[config.mk]
export PLATFORM = sky130hd
export DESIGN_NAME = vga_pixel_pipe
export DESIGN_NICKNAME = d
export VERILOG_FILES = /design/src/rtl/vga_pixel_pipe_pkg.sv /design/src/rtl/vga_fade_ctrl.sv /design/src/rtl/vga_pixel_pipe.sv
export SDC_FILE = /design/constraint.sdc
export NUM_CORES = 1
export LEC_CHECK = 0
export CAP_MARGIN = 20
export CORE_UTILIZATION = 39
export DETAILED_ROUTE_END_ITERATION = 12
export PLACE_DENSITY = 0.86
export SYNTH_ARGS = -nofsm -noshare
export SYNTH_HDL_FRONTEND = slang
export SYNTH_SLANG_ARGS = --single-unit
[constraint.sdc]
create_clock -name clk -period 1.9 [get_ports clk]
set_input_delay 0.475 -clock clk [delete_from_list [all_inputs] [get_ports clk]]
set_output_delay 0.475 -clock clk [all_outputs]
set_load 0.01 [all_outputs]
[src/rtl/vga_pixel_pipe_pkg.sv]
// Shared definitions for the VGA pixel pipeline: game-state codes, colour
// constants, fade controller state type and the per-channel shading function.
package vga_pixel_pipe_pkg;

  localparam logic [3:0] TITLE     = 4'd0;
  localparam logic [3:0] PLAY      = 4'd1;
  localparam logic [3:0] PAUSE     = 4'd2;
  localparam logic [3:0] GAME_OVER = 4'd3;
  localparam logic [3:0] WIN       = 4'd4;
  localparam logic [3:0] HELP      = 4'd5;

  localparam logic [11:0] TRANSPARENT = 12'hF0F;
  localparam logic [3:0]  FADE_MAX    = 4'd15;
  localparam int          DARK_SHIFT  = 1;

  typedef enum logic [1:0] {
    FADE_IDLE = 2'd0,
    FADE_OUT  = 2'd1,
    FADE_IN   = 2'd2
  } fade_state_t;

  // Darken (optional halving) then subtract the fade level, clamped at black.
  function automatic logic [3:0] shade_chan(input logic [3:0] c,
                                            input logic       dark,
                                            input logic [3:0] lvl);
    logic [3:0] d;
    d = dark ? (c >> DARK_SHIFT) : c;
    return (d > lvl) ? (d - lvl) : 4'd0;
  endfunction

endpackage

[src/rtl/vga_fade_ctrl.sv]
// Screen fade controller: ramps a 4-bit darkening level out and back in,
// one step per frame, whenever the game state changes.
module vga_fade_ctrl
  import vga_pixel_pipe_pkg::*;
(
  input  logic       clk,
  input  logic       rst,
  input  logic       pix_en,
  input  logic       vsync_in,
  input  logic [3:0] state,
  output logic [3:0] level,
  output logic       busy
);

  fade_state_t r_fsm, w_fsm_next;
  logic [3:0]  r_level, w_level_next;
  logic [3:0]  r_state, r_prev_state;
  logic        r_vs_prev;
  logic        w_frame_tick, w_state_chg;

  assign w_frame_tick = pix_en & r_vs_prev & ~vsync_in;
  assign w_state_chg  = pix_en & (r_state != r_prev_state);

  always_ff @(posedge clk) begin
    if (rst) begin
      r_fsm        <= FADE_IDLE;
      r_level      <= 4'd0;
      r_state      <= TITLE;
      r_prev_state <= TITLE;
      r_vs_prev    <= 1'b0;
    end else begin
      r_fsm   <= w_fsm_next;
      r_level <= w_level_next;
      if (pix_en) begin
        r_prev_state <= r_state;
        r_state      <= state;
        r_vs_prev    <= vsync_in;
      end
    end
  end

  // The turnaround tick at full darkness also takes the first step back
  // down, so a complete out-and-in fade spans 31 frames.
  always_comb begin
    w_fsm_next   = r_fsm;
    w_level_next = r_level;
    case (r_fsm)
      FADE_IDLE: begin
        w_level_next = 4'd0;
        if (w_state_chg) w_fsm_next = FADE_OUT;
      end
      FADE_OUT: begin
        if (w_frame_tick) begin
          if (r_level == FADE_MAX) begin
            w_fsm_next   = FADE_IN;
            w_level_next = FADE_MAX - 4'd1;
          end else begin
            w_level_next = r_level + 4'd1;
          end
        end
      end
      FADE_IN: begin
        if (w_state_chg) begin
          w_fsm_next = FADE_OUT;
        end else if (w_frame_tick) begin
          if (r_level == 4'd0) w_fsm_next = FADE_IDLE;
          else                 w_level_next = r_level - 4'd1;
        end
      end
      default: begin
        w_fsm_next   = FADE_IDLE;
        w_level_next = 4'd0;
      end
    endcase
  end

  assign level = r_level;
  assign busy  = (r_fsm != FADE_IDLE);

endmodule

[src/rtl/vga_pixel_pipe.sv]
// Two-stage VGA colour pipeline (ROM address, then colour/sync outputs).
// Define VGA_PIXEL_PIPE_FADE_EN to include the screen-fade controller.
module vga_pixel_pipe
  import vga_pixel_pipe_pkg::*;
(
  input  logic        clk,
  input  logic        rst,
  input  logic        pix_en,
  input  logic        valid,
  input  logic        hsync_in,
  input  logic        vsync_in,
  input  logic [16:0] pixel_addr,
  input  logic        notBlank,
  input  logic        isDark,
  input  logic [3:0]  state,
  output logic [16:0] rom_addr,
  input  logic [11:0] rom_data,
  output logic [3:0]  vgaRed,
  output logic [3:0]  vgaGreen,
  output logic [3:0]  vgaBlue,
  output logic        hsync,
  output logic        vsync,
  output logic        fade_busy
);

  logic [16:0] r_rom_addr;
  logic        r_a_valid, r_a_notblank, r_a_dark, r_a_hs, r_a_vs;
  logic [11:0] r_rgb;
  logic        r_hs, r_vs;
  logic [3:0]  w_level;
  logic        w_busy;
  logic [11:0] w_shaded, w_rgb_next;
  logic        w_blank;

`ifdef VGA_PIXEL_PIPE_FADE_EN
  vga_fade_ctrl u_fade (
    .clk      (clk),
    .rst      (rst),
    .pix_en   (pix_en),
    .vsync_in (vsync_in),
    .state    (state),
    .level    (w_level),
    .busy     (w_busy)
  );
`else
  logic w_unused_state;
  assign w_unused_state = ^state;
  assign w_level        = 4'd0;
  assign w_busy         = 1'b0;
`endif

  // Stage A: address the ROM and carry the sidebands alongside it.
  always_ff @(posedge clk) begin
    if (rst) begin
      r_rom_addr   <= 17'd0;
      r_a_valid    <= 1'b0;
      r_a_notblank <= 1'b0;
      r_a_dark     <= 1'b0;
      r_a_hs       <= 1'b1;
      r_a_vs       <= 1'b1;
    end else if (pix_en) begin
      r_rom_addr   <= pixel_addr;
      r_a_valid    <= valid;
      r_a_notblank <= notBlank;
      r_a_dark     <= isDark;
      r_a_hs       <= hsync_in;
      r_a_vs       <= vsync_in;
    end
  end

  generate
    for (genvar gi = 0; gi < 3; gi++) begin : gen_chan
      assign w_shaded[gi*4 +: 4] = shade_chan(rom_data[gi*4 +: 4], r_a_dark, w_level);
    end
  endgenerate

  assign w_blank    = ~r_a_valid | ~r_a_notblank | (rom_data == TRANSPARENT);
  assign w_rgb_next = w_blank ? 12'h000 : w_shaded;

  // Stage B: ROM data has settled; register final colour and syncs together.
  always_ff @(posedge clk) begin
    if (rst) begin
      r_rgb <= 12'h000;
      r_hs  <= 1'b1;
      r_vs  <= 1'b1;
    end else if (pix_en) begin
      r_rgb <= w_rgb_next;
      r_hs  <= r_a_hs;
      r_vs  <= r_a_vs;
    end
  end

  assign rom_addr  = r_rom_addr;
  assign vgaRed    = r_rgb[11:8];
  assign vgaGreen  = r_rgb[7:4];
  assign vgaBlue   = r_rgb[3:0];
  assign hsync     = r_hs;
  assign vsync     = r_vs;
  assign fade_busy = w_busy;

endmodule

Word-level counts from Yosys, hierarchy flattened --
Index checks and enable logic that the tools add are counted.
Word-level totals: register bits 36, latch bits 0, bits in writable memories 0, bits in read-only memories 0, input bits 41, output and inout port bits 32, word-level logic and storage cells 24, memories 0
Operators by class: $add $sub $neg 0, multiply operators 0, div/mod/pow operators 0, magnitude comparators 3, equal/unequal tests 1, shifts and indexed selects 0, muxes and demuxes 7, bitwise operators 4, reduce and logical (&&, ||, !) cells 0
Operators by type and width (number):
- 2-to-1 mux 4 bit | 6
- equality test 12 bit (second input constant) | 1
- greater-than comparator 4 x 1 -> 1 bit (second input constant) | 3
- 2-to-1 mux 12 bit | 1
- NOT 1 bit | 2
- OR 1 bit | 2

Logic depth before layout (Yosys ltp) --
word-level depth 4, depth in mapped cells 5, depth with buffers taken out 3

Least setup slack after synthesis --
Ideal clock, no wire load.
path type in2reg, start in rom_data[5], end reg r_rgb[0], setup time 0.130 ns, data arrival time 1.436 ns, data required time 1.770 ns, setup slack 0.335 ns, stages 3, buffers on the path 0, cells stage by stage or4b_4 -> o31ai_4 -> o21ai_0
On the way: word-level cells in the longest chain between the ends 3
RTL lines:
- start, declared | RTL line vga_pixel_pipe.sv:17 | input logic [11:0] rom_data,
- equality test 12 bit | RTL line vga_pixel_pipe.sv:77 | assign w_blank = ~r_a_valid | ~r_a_notblank | (rom_data == TRANSPARENT);
- OR 1 bit | RTL line vga_pixel_pipe.sv:77
- 2-to-1 mux 12 bit | RTL line vga_pixel_pipe.sv:78 | assign w_rgb_next = w_blank ? 12'h000 : w_shaded;
- end signal, assigned | RTL line vga_pixel_pipe.sv:87 | r_rgb <= w_rgb_next;
- end, declared | RTL line vga_pixel_pipe.sv:28 | logic [11:0] r_rgb;
No other way between the ends. A chain may end at the register's enable or synchronous reset.

Worst setup path after layout --
start in rom_data[5], end reg r_rgb[2]
Same word-level chain as after synthesis.

==> flow_metrics.tcl <==
set metrics [dict create \
    cp_cell_sequence "clkdlybuf4s50_1 > or4b_4 > o31ai_4 > o21ai_0" \
    fp.dieW_microns 61.7 \
    cpMaxStageDelayCell "or4b_4" \
    grt_pass1_vias 1264 \
    post-route-period-util_pct 93.3 \
    ir_worst_vdd_mv 0.456 \
    start_util_pct 41.3 \
    slew_headroom_pct 50.0 \
    drc 0 \
    cts_buffers 5 \
    grt.overflow.total 0 \
    num_antenna_cells 0 \
    status "completed" \
    cts_tree "done" \
    wl_per_cell_microns 12.8 \
    worstPathMaxFanout 7 \
    utilization_pct 65.3 \
    synthArstFlopShare_pct 0 \
    avgSynthCellArea_sq_um 10.1 \
    syn_area_sq_um 1390 \
    synth_ff_type "dfxtp_1" \
    yosysMostFrequentCell "dfxtp_1" \
    clock_latency_ps 330 \
    finClkSkew_ps 2.55 \
    hold_viol_final 0 \
    synth_area_leaders "dfxtp_1, mux2i_1, nor2_1" \
    cp_top_family "simple AND/OR/NAND/NOR gates" \
    dr.pass1.iters 4 \
    synth-seq-area-share_pct 51.8 \
    r2r-end "r_rgb[7]" \
    crit_path_end_kind "register" \
    critPathRequiredTime_ps 2110 \
    cap_violations 0 \
    reg2reg_from "r_a_dark" \
    ios 73 \
    rsz0062_at_grt "false" \
    tightest_slew_ps 747 \
    rows 21 \
    via_count 1238 \
    grt_max_degree 24 \
    yosysUniqueCellTypes 20 \
    cts_buffer_depth 2 \
    layout-drive-gt1-share_pct 7.62 \
    cts_num_sinks 36 \
    die_area_sq_um 3810 \
    cts-root-buf "clkbuf_4" \
    fmax_mhz 564 \
    period_minus_slack_ps 1770 \
    synth_top_area_share_pct 51.8 \
    grt_util_all_layers_pct 18.8 \
    path_buf_inv 1 \
    ys.warnings.count 0 \
    reg2reg_slack_ps 690 \
    cp-start-kind "primary input" \
    path_class "primary input to register" \
    antenna_found_initial 0 \
    finalWorstSetupSlack_ps 128 \
    leakage_uw 0.000875 \
    worstHoldPathCells 2 \
    vias_per_cell 4.84 \
    fillers 312 \
    finalNetCount 251 \
    ant_nets 0 \
    synth_top_area_cell "dfxtp_1" \
    cp.arrival_ps 1980 \
    synth_nets 178 \
    port_buffers 67 \
    r2r_cells 2 \
    ctsHtreeMaxLevel 2 \
    place_ws_ps -235 \
    clk_transition_reported_paths_ps 100 \
    synth_edf_count 0 \
    routabilityCongestion 0.751 \
    cts_resized 0 \
    core-area_sq_um 3360 \
    die_h_microns 61.7 \
    hold_class "register to register" \
    initialDrtViolationCount 23 \
    cts_setup_buffers 0 \
    min_from "r_rgb[1]" \
    setup_viol 0 \
    grt_pass1_wl_microns 5130 \
    holdPathEnd "r_rgb[1]" \
    hold_ws_ps 463 \
    critPathMaxStageDelay_ps 580 \
    synth_seq_cells 36 \
    finalWirelength_microns 3280 \
    cts_hold_buf 0 \
    hpwl_microns 2470 \
    netlist_instances 137 \
    drv_slew 0 \
    synthTopCellsByCount "dfxtp_1, mux2i_1, nor2_1" \
    areaGrowthSynthToFinish_pct 57.9 \
    p_per_area_nw_per_um2 653 \
]
## cells in the final DEF (no fill, tap or decap)
master,instances
a211o_1,4
a32o_1,1
and4b_1,1
buf_12,1
buf_4,7
clkbuf_1,1
clkbuf_4,5
clkdlybuf4s50_1,67
clkinv_2,1
conb_1,1
dfxtp_1,36
inv_1,1
mux2i_1,29
nand2_1,13
nand4_1,1
nand4b_1,2
nor2_1,21
nor2b_1,4
nor3_1,1
o21ai_0,10
o31ai_1,1
o31ai_4,1
or4b_4,1
## how the worst max path moves through the flow
stage | start | end | slack, ps | cells past startpoint
2_1_floorplan | rom_data[5] | r_rgb[0] | 330 | 3
4_1_cts | rom_data[5] | r_rgb[0] | 130 | 4
3_3_place_gp | rom_data[5] | r_rgb[11] | -190 | 4
6_report | rom_data[5] | r_rgb[2] | 130 | 4
3_5_place_dp | rom_data[5] | r_rgb[0] | -230 | 4
5_1_grt | rom_data[5] | r_rgb[11] | 70 | 4
## sequential cells by signal (all words and copies together) (netlist names)
name	flops
hsync	1
r_a_dark	1
r_a_hs	1
r_a_notblank	1
r_a_valid	1
r_a_vs	1
r_rgb	12
rom_addr	17
vsync	1
## stage by stage
stage	cell area [sq um]	TNS (ps)	total power, uW	instances
2_1_floorplan	1390	0	922	137
3_3_place_gp	2150	-1300	1070	249
3_5_place_dp	2150	-1640	1080	249
4_1_cts	2190	0	1460	256
5_1_grt	2190	0	1510	256
6_report	2190	0	1430	256
## worst min-delay path, cell delays in order (launching register included)
cell,delay [ps]
dfxtp_1,340
nand2_1,50
o21ai_0,50
## layer usage
metal  global-route usage (%)  wire length (microns)  up-vias
met5                        0                      0        -
met4                     10.5                     51        0
met3                     7.45                    327        7
met2                     33.9                   1530       62
met1                     18.2                   1380      555
li1                         -                      -      614
## layout make-up
class,count,area [sq um],area share [%]
timing repair buffer,75,743,33.9
sequential,36,721,32.8
multi-input combinational,91,623,28.4
tap,46,57.6,2.62
clock buffer,6,41.3,1.88
clock inverter,1,5.00,0.228
inverter,1,3.75,0.171
## where the power goes
part / total (uW) / switching (uW) / leakage (uW) / internal [uW]
registers: 808 / 21.6 / 0.000295 / 786
logic: 253 / 91.2 / 0.000551 / 162
clock network: 371 / 234 / 0.0000281 / 136
## cells by family (layout without fill, tap and decap cells)
| family | Yosys count | count (layout) | share of synthesized area [%] |
|---|---|---|---|
| AND/OR/NAND/NOR | 44 | 44 | 14.8 |
| AO/OA/AOI/OAI | 17 | 17 | 8.91 |
| flip-flops | 36 | 36 | 51.8 |
| buffers and inverters | 10 | 83 | 3.33 |
| other | 1 | 1 | 0.270 |
| multiplexers | 29 | 29 | 20.9 |
(Power assumes the default switching activity.)
